--- src/rtl/apb_regbank_slave.sv ---
// APB3 completer: word-addressed register bank with a read-only ID at index 0,
// programmable wait states, error response and a saturating write counter.
// Optional APB4 byte strobes are enabled by defining APB_REGBANK_PSTRB_EN.
module apb_regbank_slave #(
    parameter int                ADDR_W      = 32,
    parameter int                DATA_W      = 32,
    parameter int                NUM_REGS    = 16,
    parameter int                WAIT_STATES = 1,
    parameter logic [DATA_W-1:0] ID_VALUE    = 32'hA5B0_0001
) (
    input  logic              clk,
    input  logic              rst_n,
    input  logic              PSEL,
    input  logic              PENABLE,
    input  logic              PWRITE,
    input  logic [ADDR_W-1:0] PADDR,
    input  logic [DATA_W-1:0] PWDATA,
`ifdef APB_REGBANK_PSTRB_EN
    input  logic [DATA_W/8-1:0] PSTRB,
`endif
    output logic              PREADY,
    output logic [DATA_W-1:0] PRDATA,
    output logic              PSLVERR,
    output logic [15:0]       wr_count
);

    localparam int                IDX_W      = $clog2(NUM_REGS);
    localparam int                NBYTES     = DATA_W / 8;
    localparam logic [0:0]        ST_IDLE    = 1'b0;
    localparam logic [0:0]        ST_ACCESS  = 1'b1;
    localparam logic [ADDR_W-1:0] ADDR_LIMIT = ADDR_W'(NUM_REGS * 4);

    logic [0:0]        state_q, state_d;
    logic [3:0]        cnt_q, cnt_d;
    logic [DATA_W-1:0] regs_q [NUM_REGS];
    logic [DATA_W-1:0] regs_d [NUM_REGS];
    logic [15:0]       wr_count_q, wr_count_d;

    logic [IDX_W-1:0]  idx_s;
    logic              err_s;
    logic              ready_s;
    logic [DATA_W-1:0] rd_data_s;
    logic [NBYTES-1:0] strb_s;

`ifdef APB_REGBANK_PSTRB_EN
    assign strb_s = PSTRB;
`else
    assign strb_s = '1;
`endif

    assign idx_s = PADDR[2 +: IDX_W];

    // Decode, completion strobe and read mux; PREADY is gated by rst_n so it stays low during reset
    always_comb begin
        err_s   = (PADDR[1:0] != 2'b00) || (PADDR >= ADDR_LIMIT) ||
                  (PWRITE && (idx_s == IDX_W'(0)));
        ready_s = rst_n && (state_q == ST_ACCESS) && (cnt_q == 4'd0) && PSEL && PENABLE;
        if (idx_s == IDX_W'(0)) begin
            rd_data_s = ID_VALUE;
        end else begin
            rd_data_s = regs_q[idx_s];
        end
    end

    // Transfer FSM, wait counter, register update and write counter next-state
    always_comb begin
        state_d    = state_q;
        cnt_d      = cnt_q;
        regs_d     = regs_q;
        wr_count_d = wr_count_q;
        case (state_q)
            ST_IDLE: begin
                if (PSEL && !PENABLE) begin
                    state_d = ST_ACCESS;
                    cnt_d   = 4'(WAIT_STATES);
                end else begin
                    state_d = ST_IDLE;
                end
            end
            ST_ACCESS: begin
                if (!PSEL) begin
                    state_d = ST_IDLE;
                end else if (!PENABLE) begin
                    state_d = ST_ACCESS;
                end else if (cnt_q != 4'd0) begin
                    cnt_d = cnt_q - 4'd1;
                end else begin
                    state_d = ST_IDLE;
                    if (PWRITE && !err_s) begin
                        for (int b = 0; b < NBYTES; b++) begin
                            if (strb_s[b]) begin
                                regs_d[idx_s][8*b +: 8] = PWDATA[8*b +: 8];
                            end else begin
                                regs_d[idx_s][8*b +: 8] = regs_q[idx_s][8*b +: 8];
                            end
                        end
                        if (wr_count_q != 16'hFFFF) begin
                            wr_count_d = wr_count_q + 16'd1;
                        end else begin
                            wr_count_d = wr_count_q;
                        end
                    end else begin
                        wr_count_d = wr_count_q;
                    end
                end
            end
            default: begin
                state_d = ST_IDLE;
                cnt_d   = 4'd0;
            end
        endcase
    end

    // State registers with synchronous active-low reset; reset wins over any in-flight commit
    always_ff @(posedge clk) begin
        if (!rst_n) begin
            state_q    <= ST_IDLE;
            cnt_q      <= 4'd0;
            wr_count_q <= 16'd0;
            for (int i = 0; i < NUM_REGS; i++) begin
                regs_q[i] <= '0;
            end
        end else begin
            state_q    <= state_d;
            cnt_q      <= cnt_d;
            wr_count_q <= wr_count_d;
            for (int i = 0; i < NUM_REGS; i++) begin
                regs_q[i] <= regs_d[i];
            end
        end
    end

    assign PREADY   = ready_s;
    assign PSLVERR  = ready_s && err_s;
    assign PRDATA   = (ready_s && !err_s && !PWRITE) ? rd_data_s : '0;
    assign wr_count = wr_count_q;

endmodule
--- config.mk ---
export PLATFORM = sky130hd
export DESIGN_NAME = apb_regbank_slave
export DESIGN_NICKNAME = d
export VERILOG_FILES = /design/src/rtl/apb_regbank_slave.sv
export SDC_FILE = /design/constraint.sdc
export NUM_CORES = 1
export LEC_CHECK = 0
export CAP_MARGIN = 20
export CORE_MARGIN = 2
export CORE_UTILIZATION = 41
export CTS_CLUSTER_SIZE = 24
export DETAILED_ROUTE_END_ITERATION = 7
export RECOVER_POWER = 25
export SETUP_SLACK_MARGIN = 0.1
export SLEW_MARGIN = 15
export SYNTH_ARGS = -nofsm -noshare
export SYNTH_HDL_FRONTEND = slang
export SYNTH_SLANG_ARGS = --single-unit
--- constraint.sdc ---
create_clock -name clk -period 9.15 [get_ports clk]
set_input_delay 1.83 -clock clk [delete_from_list [all_inputs] [get_ports clk]]
set_output_delay 1.83 -clock clk [all_outputs]
set_load 0.01 [all_outputs]
==> After elaboration in Yosys (flattened, before gate mapping) <==
Cells that the tools add are included.
{ "totals": {"regBits": 533, "inputBits": 69, "out_inout_bits": 50, "wordCells": 97} }
{ "op_classes": {"add_sub_neg": 2, "order_cmp": 3, "n_eq_ne": 5, "mux": 42, "bitwise": 3, "n_reduce_logical": 23} }
{ "ops": {"columns": ["cell", "count"], "rows": [
  ["512-bit two-way mux", 15],
  ["512-bit bitwise mux", 4],
  ["32-bit demux with 4-bit select", 4],
  ["32-bit two-way mux", 5],
  ["32-bit binary-select mux with 4-bit select", 1],
  ["32-bit by 7-bit >= comparator with 1-bit output (second input constant)", 1],
  ["24-bit two-way mux", 1],
  ["16-bit by 1-bit adder with 16-bit output (second input constant)", 1],
  ["16-bit two-way mux", 1],
  ["4-bit two-way mux", 4],
  ["16-bit != test (second input constant)", 1],
  ["1-bit logical AND", 11],
  ["4-bit zero test", 2],
  ["8-bit two-way mux", 1],
  ["4-bit one-hot mux with 2 select lines", 1],
  ["2-bit != test (second input constant)", 3],
  ["6-bit AND reduction", 1],
  ["5-bit >= comparator (second input constant)", 1],
  ["5-bit by 1-bit less-than comparator with 1-bit output (second input constant)", 1],
  ["4-bit NOT with 5-bit output", 1],
  ["5-bit AND reduction", 1],
  ["1-bit two-way mux", 4],
  ["4-bit AND reduction", 1],
  ["4-bit nonzero test", 1],
  ["7 further kinds", 11]
]} }

==> Logic depth before layout (Yosys ltp) <==
{ "depth": {"depth_word": 24, "ltp_mapped": 11, "ltp_nobuf": 7} }

==> Worst setup path after synthesis <==
No wires, ideal clock.
{ "synth_timing": {"path_type": "input -> output", "start": "in PADDR[2]", "end": "out PRDATA[0]", "arrival_time_ps": 3848, "slack_ps": 3472, "path_stages": 6, "n_path_buf": 3, "cell_sequence": "buf_2 buf_4 buf_1 mux4_2 mux4_2 and2_1"} }
{ "synth_via": {"elab_chain_len": 7, "word_cells_on_any_way": 14} }
{ "synth_rtl": {"columns": ["item", "line", "text"], "rows": [
  ["from (decl)", "16", "input logic [ADDR_W-1:0] PADDR,"],
  ["32-bit by 7-bit >= comparator with 1-bit output / 4-bit zero test (equally long branches)", "55, 56, 58", null],
  ["1-bit logical OR / 1-bit logical AND (equally long branches)", "55, 56", null],
  ["1-bit logical OR", "55", "err_s = (PADDR[1:0] != 2'b00) || (PADDR >= ADDR_LIMIT) ||"],
  ["1-bit zero test", "135", "assign PRDATA = (ready_s && !err_s && !PWRITE) ? rd_data_s : '0;"],
  ["1-bit logical AND (2 in a row)", "135", null],
  ["32-bit two-way mux *", "135", null],
  ["to (decl)", "22", "output logic [DATA_W-1:0] PRDATA,"]
]} }
Every way passes the cells marked *; elsewhere a longest branch is shown, timed or not. The select of a mux whose other input is x is not followed.

==> Worst setup path after layout <==
{ "layout_timing": {"start": "in rst_n", "end": "out PRDATA[17]"} }
{ "layout_via": {"elab_chain_len": 7} }
{ "layout_rtl": {"columns": ["item", "line", "text"], "rows": [
  ["from (decl)", "12", "input logic rst_n,"],
  ["1-bit logical AND (4 in a row)", "57", "ready_s = rst_n && (state_q == ST_ACCESS) && (cnt_q == 4'd0) && PSEL && PENABLE;"],
  ["1-bit logical AND (2 in a row)", "135", null],
  ["32-bit two-way mux", "135", null]
]} }
Every way passes these cells.

==> impl_summary.md <==
Outcome
The flow ran to the end, but the final reports show violations. The final reports fail on max-capacitance violations, max-slew violations.

Logic synthesis
The most instantiated library cell after synthesis is nand2_1. The register bit count reported by yosys is 525. A synthesized cell averages 8.70 sq um. The net count after synthesis is 2697. The main flop type after synthesis is dfxtp_1. Summing the sequential cell areas from Yosys gives a little under half of the chip area. Synthesis produced a netlist whose cell count is approximately 2600. The post-synthesis async set-or-reset flop share is 0%. The count of unique library cells instantiated by Yosys is 40.

Ranked by total cell area, the synthesized netlist is headed by dfxtp_1 46%, nand2_1 16%, mux4_2 15%. After synthesis, the largest area contributor takes up 46.0% of total cell area. The dominant cell type by area after synthesis is dfxtp_1. The commonest cells after synthesis are 973 x nand2_1, 525 x dfxtp_1, 504 x a21oi_1.

The synthesized netlist occupies a cell area of 0.0229 sq mm. During synthesis, Yosys emitted a total of 0 warnings. Counting flops with a built-in enable in the synthesized netlist gives 0.

Setup path
The endpoint of the most critical register-to-register path is regs_q[466]. Walking the worst path, the cells encountered are dlygate4sd3_1, clkbuf_1, nand3_1, nor3_2, buf_4, and3_1, clkdlybuf4s50_1. At the worst endpoint, the required time is roughly 7300 ps. The worst reg-to-reg setup slack is approximately 5500 ps.

Data on the critical path arrives at its endpoint at between 6000 and 7000 ps. STA classifies the critical path endpoint as an output port. The start of the worst register-to-register path is cnt_q[0]. On the critical path, the stage with the largest delay is an instance of clkbuf_1.

The maximum net fanout on the critical path is 32. The nature of the critical path startpoint is a primary input. The class of the most critical setup path is primary input to output port.

The longest individual stage delay on the worst path is around 1700 ps. For the worst flop-to-flop path, the logic depth is 8.

Clock network
The TritonCTS buffer count is 53. Hold repair after CTS inserted 0 buffers. The total number of H-tree levels is 2. The number of setup buffers added after CTS is 0. The number of sinks handled by clock tree synthesis is about 530. TritonCTS built the clock tree.

Gates resized during post-CTS repair numbered 0. The cell at the root of the clock tree is clkbuf_16. The number of buffers between clock root and the deepest sink is 3. After clock tree synthesis, the clock-pin slew on the worst setup and hold paths is 60 ps.

The worst-skew pair later-pin latency is 620 ps.

Cells and area
The area of all placed cells without fillers is roughly 0.026 sq mm. The net count of the finished layout is approximately 2700. The layout-stage area growth over the synthesis result is 12.7%.

The post-route netlist has between 10 and 15% of its cells at a drive strength greater than 1.

Power and ir drop
The leakage dissipation is 8.34 nW. The analysis attributes to net switching a power of ~1.1 mW. The cell-internal power is 3.59 mW.

The total power divided by cell area is 181 mW/mm^2. The maximum resistive drop on vdd is roughly 140 uV. Per report_power, the clock group accounts for a little under half of the total. Of the total power, combinational logic draws between 4 and 5%. The switching power share of the total is a little under a quarter. Sequential cells account for between 40% and 50% of the total power.

Timing
After layout, the minimum clock period comes to 7880 ps. The pin slew with the least headroom to its limit is 4280 ps. Setup repair after global routing left no endpoint under its margin. The count of final max-slew check failures is approximately 360.

The worst max-slew margin expressed relative to the limit is -186%. The hold violation count in the final report is 0. After routing, the total negative slack on setup checks comes to 0 ps. Static timing analysis puts the maximum clock frequency at roughly 0.13 GHz. For the final database, setup skew stands at 24.6 ps. After layout, the worst path uses a little under nine tenths of the clock period. The final setup violation count is 0.

Die
In this run the standard cell core region covers roughly 0.055 sq mm. The initial core utilization is between 40 and 50%. The row count is 86. The die is approximately 240 um tall. The floorplan step set the die width to ~240 um. The I/O pin count is around 120. The floorplan step defined a die boundary enclosing 0.0576 sq mm.

Route
The count of unresolved DRC violations after routing is 0. The met3 layer wire length in the routed design is roughly 7.9 mm. The residual antenna-violating net count after detailed routing is 0. The routed layout has around 20000 vias.

The post-detailed-routing wire length is just under 80 mm. In the detailed route, the total length drawn on met2 is 35.8 mm. In this run, the number of DRC markers left after iteration 0 of detailed routing was about 2300. The length of routed wiring on met1 is 31.7 mm. The top layer used by detailed routing is met5. The routed length per placed instance is 23.1 um. The detailed-routing iteration count for the pre-antenna-repair pass is 6. The routed via count divided by cell count is ~6.

Placed design
Port buffering added about 120 buffers. Once placement finished, the instance area stood at between 0.02 and 0.025 sq mm. The half-perimeter wire length after detailed placement is a little over 40 mm. The routability congestion estimate from global placement is 0.790.

GRT
The via count of the first global-routing pass is 18516. After global routing the overflow that remains totals 0. Entering global routing, the biggest net connects roughly 240 pins.

The wire length of the first global-routing pass is ~110 mm. The initial antenna violation count came to 4. For this run, the total global-route usage over all layers was measured as a little over a quarter.

Worst hold path
The hold path startpoint is regs_q[23]. The number of cells traversed by the worst hold path is 2. The end point of the most critical hold path is regs_q[23]. In this run the worst hold path is classified as flip-flop to flip-flop.

Job
Across the run, the number of max-cap violations was 3.
[sequential cells by signal, indices dropped and copies added, names as in the netlist]
name	cells
wr_count	16
regs_q	504
state_q	1
cnt_q	4
[power groups by stage]
| stage | logic [mW] | registers (mW) | clock network (mW) |
|---|---|---|---|
| 4_1_cts | 0.198 | 2.29 | 2.18 |
| 5_1_grt | 0.211 | 2.29 | 2.27 |
| 3_5_place_dp | 0.197 | 2.34 | 0 |
| 2_1_floorplan | 0.122 | 2.34 | 0 |
| 6_report | 0.199 | 2.29 | 2.17 |
| 3_3_place_gp | 0.195 | 2.34 | 0 |
[per-layer routing]
layer	vias up	global-route usage, %
met5	-	0
met4	4	10.1
met3	203	5.02
met2	1036	42.2
met1	9619	35.7
li1	8827	-
[final cells by class]
class                      instances  area (sq um)
clock buffer                      79          1580
timing repair buffer             156          1480
inverter                           6          30.0
fill                            5178         29300
tap                              748           936
clock inverter                    14           124
antenna                            3          7.51
sequential                       525         10500
multi-input combinational       1842         11100
[critical path, delay by kind of cell]
kind	cells	cell delay, ps
and+or+nand+nor	3	950
buffers and inverters	4	3240
[cell families (layout without fill, tap and decap cells)]
kind of cell | Yosys count | count (layout) | synth area share [%]
AOI/OAI and AO/OA | 528 | 528 | 11.7
xor gates and xnor gates | 2 | 2 | 0.0767
adders and majority gates | 2 | 2 | 0.109
buffers and inverters | 259 | 255 | 5.52
DFF | 525 | 525 | 46.0
muxes | 162 | 162 | 15.4
other | 0 | 3 | 0
and+or+nand+nor | 1148 | 1148 | 21.2
[stage by stage]
stage / power (mW) / hold slack [ps] / utilization (%) / cells / setup slack (ps)
floorplan: 2.46 / 425 / - / 2626 / 3470
global placement: 2.53 / 434 / 43.6 / 3275 / 2230
detailed placement: 2.54 / 441 / 43.7 / 3276 / 2200
CTS: 4.67 / 450 / 46.7 / 3369 / 2190
global route: 4.77 / 464 / 46.7 / 3370 / 1200
finish: 4.65 / 450 / 46.7 / 3373 / 1270
[placed cells by master, fill, tap and decap left out, types with 15 or more instances in the layout]
cell type	instances
and3_1	28
a21oi_1	504
nor2_1	24
dlygate4sd3_1	17
clkbuf_1	15
clkdlybuf4s50_1	97
nand4_1	15
dfxtp_1	525
buf_4	33
nand2_1	973
mux4_2	152
clkbuf_16	55
and2_1	23
[how the worst max path moves through the flow]
stage,start,end,slack (ps),cells after the start
after floorplan,PADDR[2],PRDATA[0],3470,6
after global placement,PADDR[2],PRDATA[17],2230,6
after detailed placement,PADDR[2],PRDATA[17],2200,6
after CTS,PADDR[2],PRDATA[17],2190,6
after global routing,rst_n,PRDATA[17],1200,7
final,rst_n,PRDATA[17],1270,7
No activity file was read; power rests on OpenSTA's default activity.
